===== src/rtl/mem_arbiter_pkg.sv =====
// Shared types and constants for the unified-memory arbiter.
package mem_arbiter_pkg;

  typedef enum logic [1:0] {
    IDLE   = 2'd0,
    ACCESS = 2'd1,
    DONE   = 2'd2
  } state_t;

  typedef logic port_t;

  localparam port_t P_CPU = 1'b0;
  localparam port_t P_EXT = 1'b1;

  // Latency counter width; covers MEM_LAT up to 15.
  localparam int unsigned CNT_W = 4;

endpackage


===== src/rtl/mem_arbiter_if.sv =====
// Requester ports (CPU and debug/DMA loader) plus the single memory port.
// slave: arbiter side. master: requesters and memory side.
interface mem_arbiter_if #(
  parameter int unsigned AW = 32,
  parameter int unsigned DW = 32
);

  logic          m0_req;
  logic          m0_we;
  logic [AW-1:0] m0_addr;
  logic [DW-1:0] m0_wdata;
  logic          m0_ack;
  logic [DW-1:0] m0_rdata;

  logic          m1_req;
  logic          m1_we;
  logic [AW-1:0] m1_addr;
  logic [DW-1:0] m1_wdata;
  logic          m1_ack;
  logic [DW-1:0] m1_rdata;

  logic          mem_en;
  logic          mem_we;
  logic [AW-1:0] mem_addr;
  logic [DW-1:0] mem_wdata;
  logic [DW-1:0] mem_rdata;

  modport slave (
    input  m0_req, m0_we, m0_addr, m0_wdata,
    output m0_ack, m0_rdata,
    input  m1_req, m1_we, m1_addr, m1_wdata,
    output m1_ack, m1_rdata,
    output mem_en, mem_we, mem_addr, mem_wdata,
    input  mem_rdata
  );

  modport master (
    output m0_req, m0_we, m0_addr, m0_wdata,
    input  m0_ack, m0_rdata,
    output m1_req, m1_we, m1_addr, m1_wdata,
    input  m1_ack, m1_rdata,
    input  mem_en, mem_we, mem_addr, mem_wdata,
    output mem_rdata
  );

endinterface


===== src/rtl/mem_arbiter_rr_pick2.sv =====
// Two-way round-robin pick: a lone requester wins; on a tie the port
// that was not granted last time wins.
module rr_pick2
  import mem_arbiter_pkg::*;
(
  input  logic [1:0] req,
  input  port_t      lastGrant,
  output logic       valid,
  output port_t      pick
);

  // Combinational pick from the request pair and previous grant.
  always_comb begin
    valid = |req;
    pick  = P_CPU;
    if (req == 2'b11) begin
      pick = (lastGrant == P_CPU) ? P_EXT : P_CPU;
    end else if (req[1]) begin
      pick = P_EXT;
    end
  end

endmodule


===== src/rtl/mem_arbiter.sv =====
// Serialises CPU (port 0) and debug/DMA (port 1) accesses to the shared
// memory: IDLE picks and latches a request, ACCESS spans MEM_LAT cycles
// (strobe in the first), DONE pulses the granted port's ack.
module mem_arbiter
  import mem_arbiter_pkg::*;
#(
  parameter int unsigned AW      = 32,
  parameter int unsigned DW      = 32,
  parameter int unsigned MEM_LAT = 1
) (
  input  logic            clk,
  input  logic            rst,
  mem_arbiter_if.slave    bus,
  output logic            busy,
  output port_t           gnt
);

  localparam logic [CNT_W-1:0] LAT = CNT_W'(MEM_LAT);

  state_t           state;
  state_t           stateNext;
  logic [CNT_W-1:0] cnt;
  port_t            lastGrant;
  logic             weL;
  logic [AW-1:0]    addrL;
  logic [DW-1:0]    wdataL;
  logic [DW-1:0]    rdata0;
  logic [DW-1:0]    rdata1;

  logic             reqValid;
  port_t            pickPort;
  logic             grantNow;
  logic             lastAccess;
  logic             memEnC;
  logic             ack0;
  logic             ack1;

  rr_pick2 u_pick (
    .req       ({bus.m1_req, bus.m0_req}),
    .lastGrant (lastGrant),
    .valid     (reqValid),
    .pick      (pickPort)
  );

  // State register.
  always_ff @(posedge clk or posedge rst) begin
    if (rst) begin
      state <= IDLE;
    end else begin
      state <= stateNext;
    end
  end

  // Next state and per-state strobes; mem_en marks the first ACCESS cycle
  // by the counter still holding its reload value.
  always_comb begin
    stateNext  = state;
    grantNow   = 1'b0;
    lastAccess = 1'b0;
    memEnC     = 1'b0;
    ack0       = 1'b0;
    ack1       = 1'b0;
    case (state)
      IDLE: begin
        if (reqValid) begin
          grantNow  = 1'b1;
          stateNext = ACCESS;
        end
      end
      ACCESS: begin
        memEnC     = (cnt == LAT);
        lastAccess = (cnt == CNT_W'(1));
        if (lastAccess) begin
          stateNext = DONE;
        end
      end
      DONE: begin
        ack0      = (gnt == P_CPU);
        ack1      = (gnt == P_EXT);
        stateNext = IDLE;
      end
      default: stateNext = IDLE;
    endcase
  end

  // Grant bookkeeping, request latch, latency count and read capture.
  always_ff @(posedge clk or posedge rst) begin
    if (rst) begin
      gnt       <= P_CPU;
      lastGrant <= P_EXT;
      cnt       <= '0;
      weL       <= 1'b0;
      addrL     <= '0;
      wdataL    <= '0;
      rdata0    <= '0;
      rdata1    <= '0;
    end else if (grantNow) begin
      gnt       <= pickPort;
      lastGrant <= pickPort;
      cnt       <= LAT;
      weL       <= (pickPort == P_EXT) ? bus.m1_we    : bus.m0_we;
      addrL     <= (pickPort == P_EXT) ? bus.m1_addr  : bus.m0_addr;
      wdataL    <= (pickPort == P_EXT) ? bus.m1_wdata : bus.m0_wdata;
    end else if (state == ACCESS) begin
      cnt <= cnt - CNT_W'(1);
      if (lastAccess && !weL) begin
        if (gnt == P_CPU) begin
          rdata0 <= bus.mem_rdata;
        end else begin
          rdata1 <= bus.mem_rdata;
        end
      end
    end
  end

  assign bus.mem_en    = memEnC;
  assign bus.mem_we    = memEnC & weL;
  assign bus.mem_addr  = addrL;
  assign bus.mem_wdata = wdataL;
  assign bus.m0_ack    = ack0;
  assign bus.m1_ack    = ack1;
  assign bus.m0_rdata  = rdata0;
  assign bus.m1_rdata  = rdata1;
  assign busy          = (state != IDLE);

endmodule


===== src/flat_wrapper.sv =====
// flat-port wrapper written by rule: the top's interface ports become plain ports
module mem_arbiter_flat import mem_arbiter_pkg::*;
#(
  parameter int unsigned AW      = 32,
  parameter int unsigned DW      = 32,
  parameter int unsigned MEM_LAT = 1
)
  (clk, rst, busy, gnt, bus_m0_req, bus_m0_we, bus_m0_addr, bus_m0_wdata, bus_m0_ack, bus_m0_rdata, bus_m1_req, bus_m1_we, bus_m1_addr, bus_m1_wdata, bus_m1_ack, bus_m1_rdata, bus_mem_en, bus_mem_we, bus_mem_addr, bus_mem_wdata, bus_mem_rdata);
  mem_arbiter_if #(.AW(AW), .DW(DW)) bus_i ();
  input  logic clk;
  input  logic rst;
  output logic busy;
  output port_t gnt;
  input wire logic [$bits(bus_i.m0_req)-1:0] bus_m0_req;
  input wire logic [$bits(bus_i.m0_we)-1:0] bus_m0_we;
  input wire logic [$bits(bus_i.m0_addr)-1:0] bus_m0_addr;
  input wire logic [$bits(bus_i.m0_wdata)-1:0] bus_m0_wdata;
  output wire logic [$bits(bus_i.m0_ack)-1:0] bus_m0_ack;
  output wire logic [$bits(bus_i.m0_rdata)-1:0] bus_m0_rdata;
  input wire logic [$bits(bus_i.m1_req)-1:0] bus_m1_req;
  input wire logic [$bits(bus_i.m1_we)-1:0] bus_m1_we;
  input wire logic [$bits(bus_i.m1_addr)-1:0] bus_m1_addr;
  input wire logic [$bits(bus_i.m1_wdata)-1:0] bus_m1_wdata;
  output wire logic [$bits(bus_i.m1_ack)-1:0] bus_m1_ack;
  output wire logic [$bits(bus_i.m1_rdata)-1:0] bus_m1_rdata;
  output wire logic [$bits(bus_i.mem_en)-1:0] bus_mem_en;
  output wire logic [$bits(bus_i.mem_we)-1:0] bus_mem_we;
  output wire logic [$bits(bus_i.mem_addr)-1:0] bus_mem_addr;
  output wire logic [$bits(bus_i.mem_wdata)-1:0] bus_mem_wdata;
  input wire logic [$bits(bus_i.mem_rdata)-1:0] bus_mem_rdata;
  assign bus_i.m0_req = bus_m0_req;
  assign bus_i.m0_we = bus_m0_we;
  assign bus_i.m0_addr = bus_m0_addr;
  assign bus_i.m0_wdata = bus_m0_wdata;
  assign bus_m0_ack = bus_i.m0_ack;
  assign bus_m0_rdata = bus_i.m0_rdata;
  assign bus_i.m1_req = bus_m1_req;
  assign bus_i.m1_we = bus_m1_we;
  assign bus_i.m1_addr = bus_m1_addr;
  assign bus_i.m1_wdata = bus_m1_wdata;
  assign bus_m1_ack = bus_i.m1_ack;
  assign bus_m1_rdata = bus_i.m1_rdata;
  assign bus_mem_en = bus_i.mem_en;
  assign bus_mem_we = bus_i.mem_we;
  assign bus_mem_addr = bus_i.mem_addr;
  assign bus_mem_wdata = bus_i.mem_wdata;
  assign bus_i.mem_rdata = bus_mem_rdata;
  mem_arbiter #(.AW(AW), .DW(DW), .MEM_LAT(MEM_LAT)) u_core (.clk(clk), .rst(rst), .bus(bus_i), .busy(busy), .gnt(gnt));
endmodule

===== config.mk =====
export PLATFORM = sky130hd
export DESIGN_NAME = mem_arbiter_flat
export DESIGN_NICKNAME = d
export VERILOG_FILES = /design/src/rtl/mem_arbiter_pkg.sv /design/src/rtl/mem_arbiter_if.sv /design/src/rtl/mem_arbiter_rr_pick2.sv /design/src/rtl/mem_arbiter.sv /design/src/flat_wrapper.sv
export SDC_FILE = /design/constraint.sdc
export NUM_CORES = 1
export LEC_CHECK = 0
export ABC_CLOCK_PERIOD_IN_PS = 7570
export CAP_MARGIN = 30
export CORE_MARGIN = 2
export CORE_UTILIZATION = 40
export DETAILED_ROUTE_END_ITERATION = 7
export PLACE_DENSITY = 0.79
export RECOVER_POWER = 50
export SLEW_MARGIN = 20
export SYNTH_ARGS = -nofsm -noshare
export SYNTH_HDL_FRONTEND = slang
export SYNTH_SLANG_ARGS = --single-unit

===== constraint.sdc =====
create_clock -name clk -period 7.57 [get_ports clk]
set_input_delay 1.514 -clock clk [delete_from_list [all_inputs] [get_ports clk]]
set_output_delay 1.514 -clock clk [all_outputs]
set_load 0.03 [all_outputs]

Word level (Yosys, flattened, before mapping)
Index checks and enable logic that the tools add are counted.
Cells by class
  equal/unequal tests: 6
  add/sub/neg operators: 1
  bitwise gates (word level): 3
  mux-type cells: 16
  reductions and logical operators: 9
Operator list (number)
  $mux W32: 2
  $mux W1: 9
  $mux W4: 2
  $reduce_and A4 Y1: 2
  $eq A2 B2 Y1 const B: 2
  $eq A4 B1 Y1 const B: 1
  $mux W2: 2
  $ne A2 B1 Y1 const B: 2
  $pmux W2 S2: 1
  $reduce_bool A2 Y1: 2
  $sub A4 B1 Y4 const B: 1
  $eq A2 B1 Y1 const B: 1
  $logic_not A2 Y1: 1
  $not A1 Y1: 2
  $reduce_and A2 Y1: 1
  $reduce_or A2 Y1: 1
  $and A1 B1 Y1: 1
  $logic_and A1 B1 Y1: 1
  $logic_not A1 Y1: 1
Word-level totals
  word-level logic and storage cells: 44
  output and inout bits: 134
  input bits: 166
  register bits after elaboration: 137

Longest topological paths before layout
  word-level depth: 5
  gate-level depth with buffers: 7
  depth with buffers taken out: 5

Hierarchy
Synthesis repeated with hierarchy kept, for this count alone.
Second synthesis, totals
  cell total of the unflattened synthesis: 461
  area, all modules: 6077.1 sq um
By module, submodules not included
  mem_arbiter: cells each 459, instances 1, area an instance 6063.3 sq um, sequential area each 3429.5 sq um
  rr_pick2: cells each 2, instances 1, area an instance 13.8 sq um, sequential area each 0.0 sq um

Worst setup path after synthesis
OpenSTA, ideal clock, no wires.
  path kind: reg-to-output
  start point: register u_core.cnt[1]
  end point: output bus_mem_we
  buffers on the path: 0
  data arrival time: 1.791 ns
  data required time: 6.056 ns
  cell stages (with the launch flop): 6
  slack: 4.265 ns
  cells stage by stage: dfrtp_1 inv_1 ha_1 or3b_4 nor2_1 and2_1
Between the ends
  cells in the longest elaborated chain, start to end: 3
RTL lines
  start, declared: line mem_arbiter.sv:22  | logic [CNT_W-1:0] cnt;
  start signal, assigned: line mem_arbiter.sv:105  | cnt <= cnt - CNT_W'(1);
  $eq A4 B1 Y1: line mem_arbiter.sv:71  | memEnC = (cnt == LAT);
  $mux W1: line mem_arbiter.sv:63  | case (state)
  via bus_mem_en: line flat_wrapper.sv:26  | output wire logic [$bits(bus_i.mem_en)-1:0] bus_mem_en;
  $and A1 B1 Y1: line mem_arbiter.sv:117  | assign bus.mem_we = memEnC & weL;
  end, declared: line flat_wrapper.sv:27  | output wire logic [$bits(bus_i.mem_we)-1:0] bus_mem_we;
The timed path passes the listed nets, and every way through them passes these cells.

==> summary.md <==
| Metric | Value |
|---|---|
| Final cycle utilization of the critical path | 65.8% |
| Diode insertion count for antenna repair | 0 |
| Number of storage elements in the synthesis netlist | 137 |
| Worst-case headroom to the max-slew limit | -77.6% |
| Max-cap check violation count | 3 |
| Number of standard cells after synthesis | 478 |
| Die Area | 16400 um2 |
| Most frequent cells after synthesis | dfrtp_1, nand2_1, a211oi_1, a2bb2oi_1, mux2_4 |
| Sequential-to-total area share from yosys stat | 55.6% |
| WL per Instance | 19.3 um |
| Layout cells sized above 1 | 6.23% |
| CTS tree | done |
| Global-route wire length before repair | 29.2 mm |
| Violated checks | max-capacitance violations, max-slew violations |
| Top-Level Pins | 300 |
| Effective utilization at floorplan | 40.7% |
| Critical path endpoint category | asynchronous set/reset pin |
| Setup TNS | 0 ns |
| Number of global-route vias before repair | 5415 |
| Maximum frequency from static timing analysis | 201 MHz |
| Largest net degree at the start of global routing | 76 |
| Detailed-routing iteration count for the pre-antenna-repair pass | 4 |
| Synth area leader | dfrtp_1 |
| Hold buffers post-CTS | 0 |
| CORE AREA | 15100 um2 |
| Clock tree skew after final layout | 0.00806 ns |
| Internal power consumption | 2.68 mW |
| Proportion of power drawn by the clock network | 17.0% |
| Number of buffers inserted by post-CTS setup repair | 0 |
| Yosys cell types | 31 |
| Height of the chip | 128 um |
| Dominant cells by area after synthesis | dfrtp_1, mux2_4, a2bb2oi_1 |
| Ys flop type | dfrtp_1 |
| Utilization after layout | 63.1% |
| DRC violation count after routing | 0 |
| H-tree lvl count | 4 |
| Worst-Skew Late Latency | 0.41 ns |
| Number of DRC markers in iteration 0 | 261 |
| Finish-stage setup viols | 0 |
| Logic gate share of total power | 53.5% |
| Routed Antenna Nets | 0 |
| Status | finished with violations |
| Share of the synthesized area in the top cell type | 55.2% |
| Die span in x | 128 um |
| # resized after CTS | 0 |
| Per-instance average area after synthesis | 12.9 um2 |
| Synthesized netlist net count | 646 |
| Cell area power density | 479 nW/um2 |
| Clock transition time at the flip-flop clock pins of the worst setup and hold paths | 0.06 ns |
| Initial antenna violation count | 0 |
| Internal reg-to-reg setup slack | 4.04 ns |
| Setup repair after global routing missed its margin | false |
| Tightest Pin Transition | 2.65 ns |
| Vias per inst | 5.40 |
| GRT Resource Usage Total | 22.7% |
| Number of vias after detailed routing | 5177 |
| Root buffer selected by CTS | clkbuf_16 |
| Clock tree sinks | 137 |
| Leakage Power | 3.88 nW |
| Worst EP required | 7.70 ns |
| Category of the critical setup timing path | primary input to asynchronous set/reset pin |
| Switching Share | 41.4% |
| HPWL reported at the end of detailed placement | 12.8 mm |
| Hold slack final | 0.489 ns |
| RePlAce Congestion | 0.797 |
| Number of core rows | 45 |
| Number of max-slew violations in the final report | 122 |
| Switching power summed over all nets | 1.89 mW |
| Peak supply drop | 0.301 mV |
| Area growth syn-to-layout | 54.9% |
| Post-synth EDFFs | 0 |
| CTS Buf Count | 17 |
| Yosys warning total | 0 |
| Sequential share of power | 29.5% |
| Final Hold Violating Endpoints | 0 |
| Minimum clock period | 4.98 ns |
| Final Net Count | 927 |
| Post-Syn Area | 6170 um2 |
| Cell with the most instances after synthesis | dfrtp_1 |
| HP Class | flip-flop to flip-flop |
| Max Root-Sink Buffers | 2 |
| Total grt overflow | 0 |
| Detailed-route wire length | 18.5 mm |
| CP arrival | 5.11 ns |
| Share of async-settable or async-resettable flops after synthesis | 100% |
| Largest fanout on the critical path | 63 |
| Total of buffers placed on input and output ports | 299 |
| Startpoint type of the worst setup path | primary input |
==> cell type report <==
cell class | count | area, um2
clock buffers | 19 | 453
clock inverters | 11 | 98.8
fillers | 1183 | 5590
inverters | 3 | 12.5
multi-input cells | 293 | 2270
flip-flops and latches | 137 | 3430
well taps | 188 | 235
repair buffers | 307 | 3060
==> critical path, cell delays in order <==
cell and delay, ns:
dlygate4sd3_1 0.56, clkinvlp_2 1.50, clkbuf_1 1.49
==> final timing paths <==
check | start | endpoint | depth (start not counted)
setup / recovery | rst | u_core.bus.mem_wdata[2] | 3
hold / removal | u_core.bus.m1_rdata[18] | u_core.bus.m1_rdata[18] | 1
setup reg to reg | u_core.state[0] | u_core.bus.mem_wdata[7] | 5
hold reg to reg | u_core.bus.m1_rdata[18] | u_core.bus.m1_rdata[18] | 1
max in group clk | bus_m0_req | u_core.bus.mem_wdata[7] | 5
min in group asynchronous | rst | u_core.bus.mem_wdata[19] | 2
==> power by group through the flow <==
stage          Clock [mW]  Combinational (mW)  Sequential, mW
6_report            0.777                2.45            1.35
4_1_cts             0.795                2.63            1.36
5_1_grt             0.826                2.59            1.39
3_3_place_gp            0                2.58            1.34
3_5_place_dp            0                2.63            1.35
2_1_floorplan           0               0.917            2.02
==> state kept, by name, summed over array words and instances (netlist names) <==
register and flops:
u_core.cnt 4, u_core.bus.mem_addr 32, u_core.lastGrant 1, u_core.bus.m1_rdata 32, u_core.state 2, u_core.bus.mem_wdata 32, u_core.bus.m0_rdata 32, u_core.gnt 1
u_core.weL 1
==> metal layers <==
metal  wire length (um)  vias up  track usage [%]
met5                  0        -                0
met4                434        0             7.76
met3               1540       29             8.14
met2               8830      268             36.1
met1               7690     2558             28.9
li1                   -     2322                -
==> per-stage QoR <==
stage / total power [mW] / worst slack (ns) / std cells / area (um2)
4_1_cts: 4.78 / 3.66 / 957 / 9800
6_report: 4.57 / 2.59 / 958 / 9550
2_1_floorplan: 2.93 / 2.39 / 478 / 6170
3_5_place_dp: 3.98 / 3.92 / 927 / 9240
5_1_grt: 4.81 / 1.83 / 958 / 9550
3_3_place_gp: 3.92 / 4.03 / 926 / 9220
==> layout by cell type, fill, tap and decap left out, types with 2 or more instances in the layout <==
| cell type | synthesis | layout |
|---|---|---|
| clkbuf_8 | 0 | 2 |
| mux2_2 | 4 | 4 |
| clkbuf_1 | 33 | 2 |
| nor2_1 | 5 | 4 |
| buf_4 | 0 | 5 |
| o21ai_0 | 5 | 5 |
| dlygate4sd3_1 | 0 | 2 |
| nor3b_1 | 2 | 2 |
| nand2_1 | 68 | 68 |
| or2_2 | 2 | 2 |
| ha_1 | 2 | 2 |
| clkdlybuf4s50_1 | 0 | 297 |
| a211oi_1 | 65 | 65 |
| xnor2_1 | 2 | 2 |
| o22ai_1 | 2 | 2 |
| dfrtp_1 | 136 | 136 |
| clkinv_2 | 0 | 4 |
| a2bb2oi_1 | 65 | 65 |
| clkbuf_16 | 0 | 17 |
| inv_1 | 3 | 2 |
| mux2_1 | 0 | 60 |
| clkinvlp_4 | 0 | 3 |
| inv_6 | 0 | 2 |
==> logic make-up (layout without fill, tap and decap cells) <==
kind of cell | after synthesis | after routing | synth area share, %
XOR/XNOR | 3 | 3 | 0.426
AO/OA/AOI/OAI | 139 | 139 | 18.0
multiplexers | 64 | 64 | 15.3
buffers and inverters | 48 | 340 | 4.24
AND/OR/NAND/NOR | 85 | 85 | 5.96
flip-flops | 137 | 137 | 55.6
adder cells (fa/ha/maj) | 2 | 2 | 0.406
(Power assumes the default switching activity.)
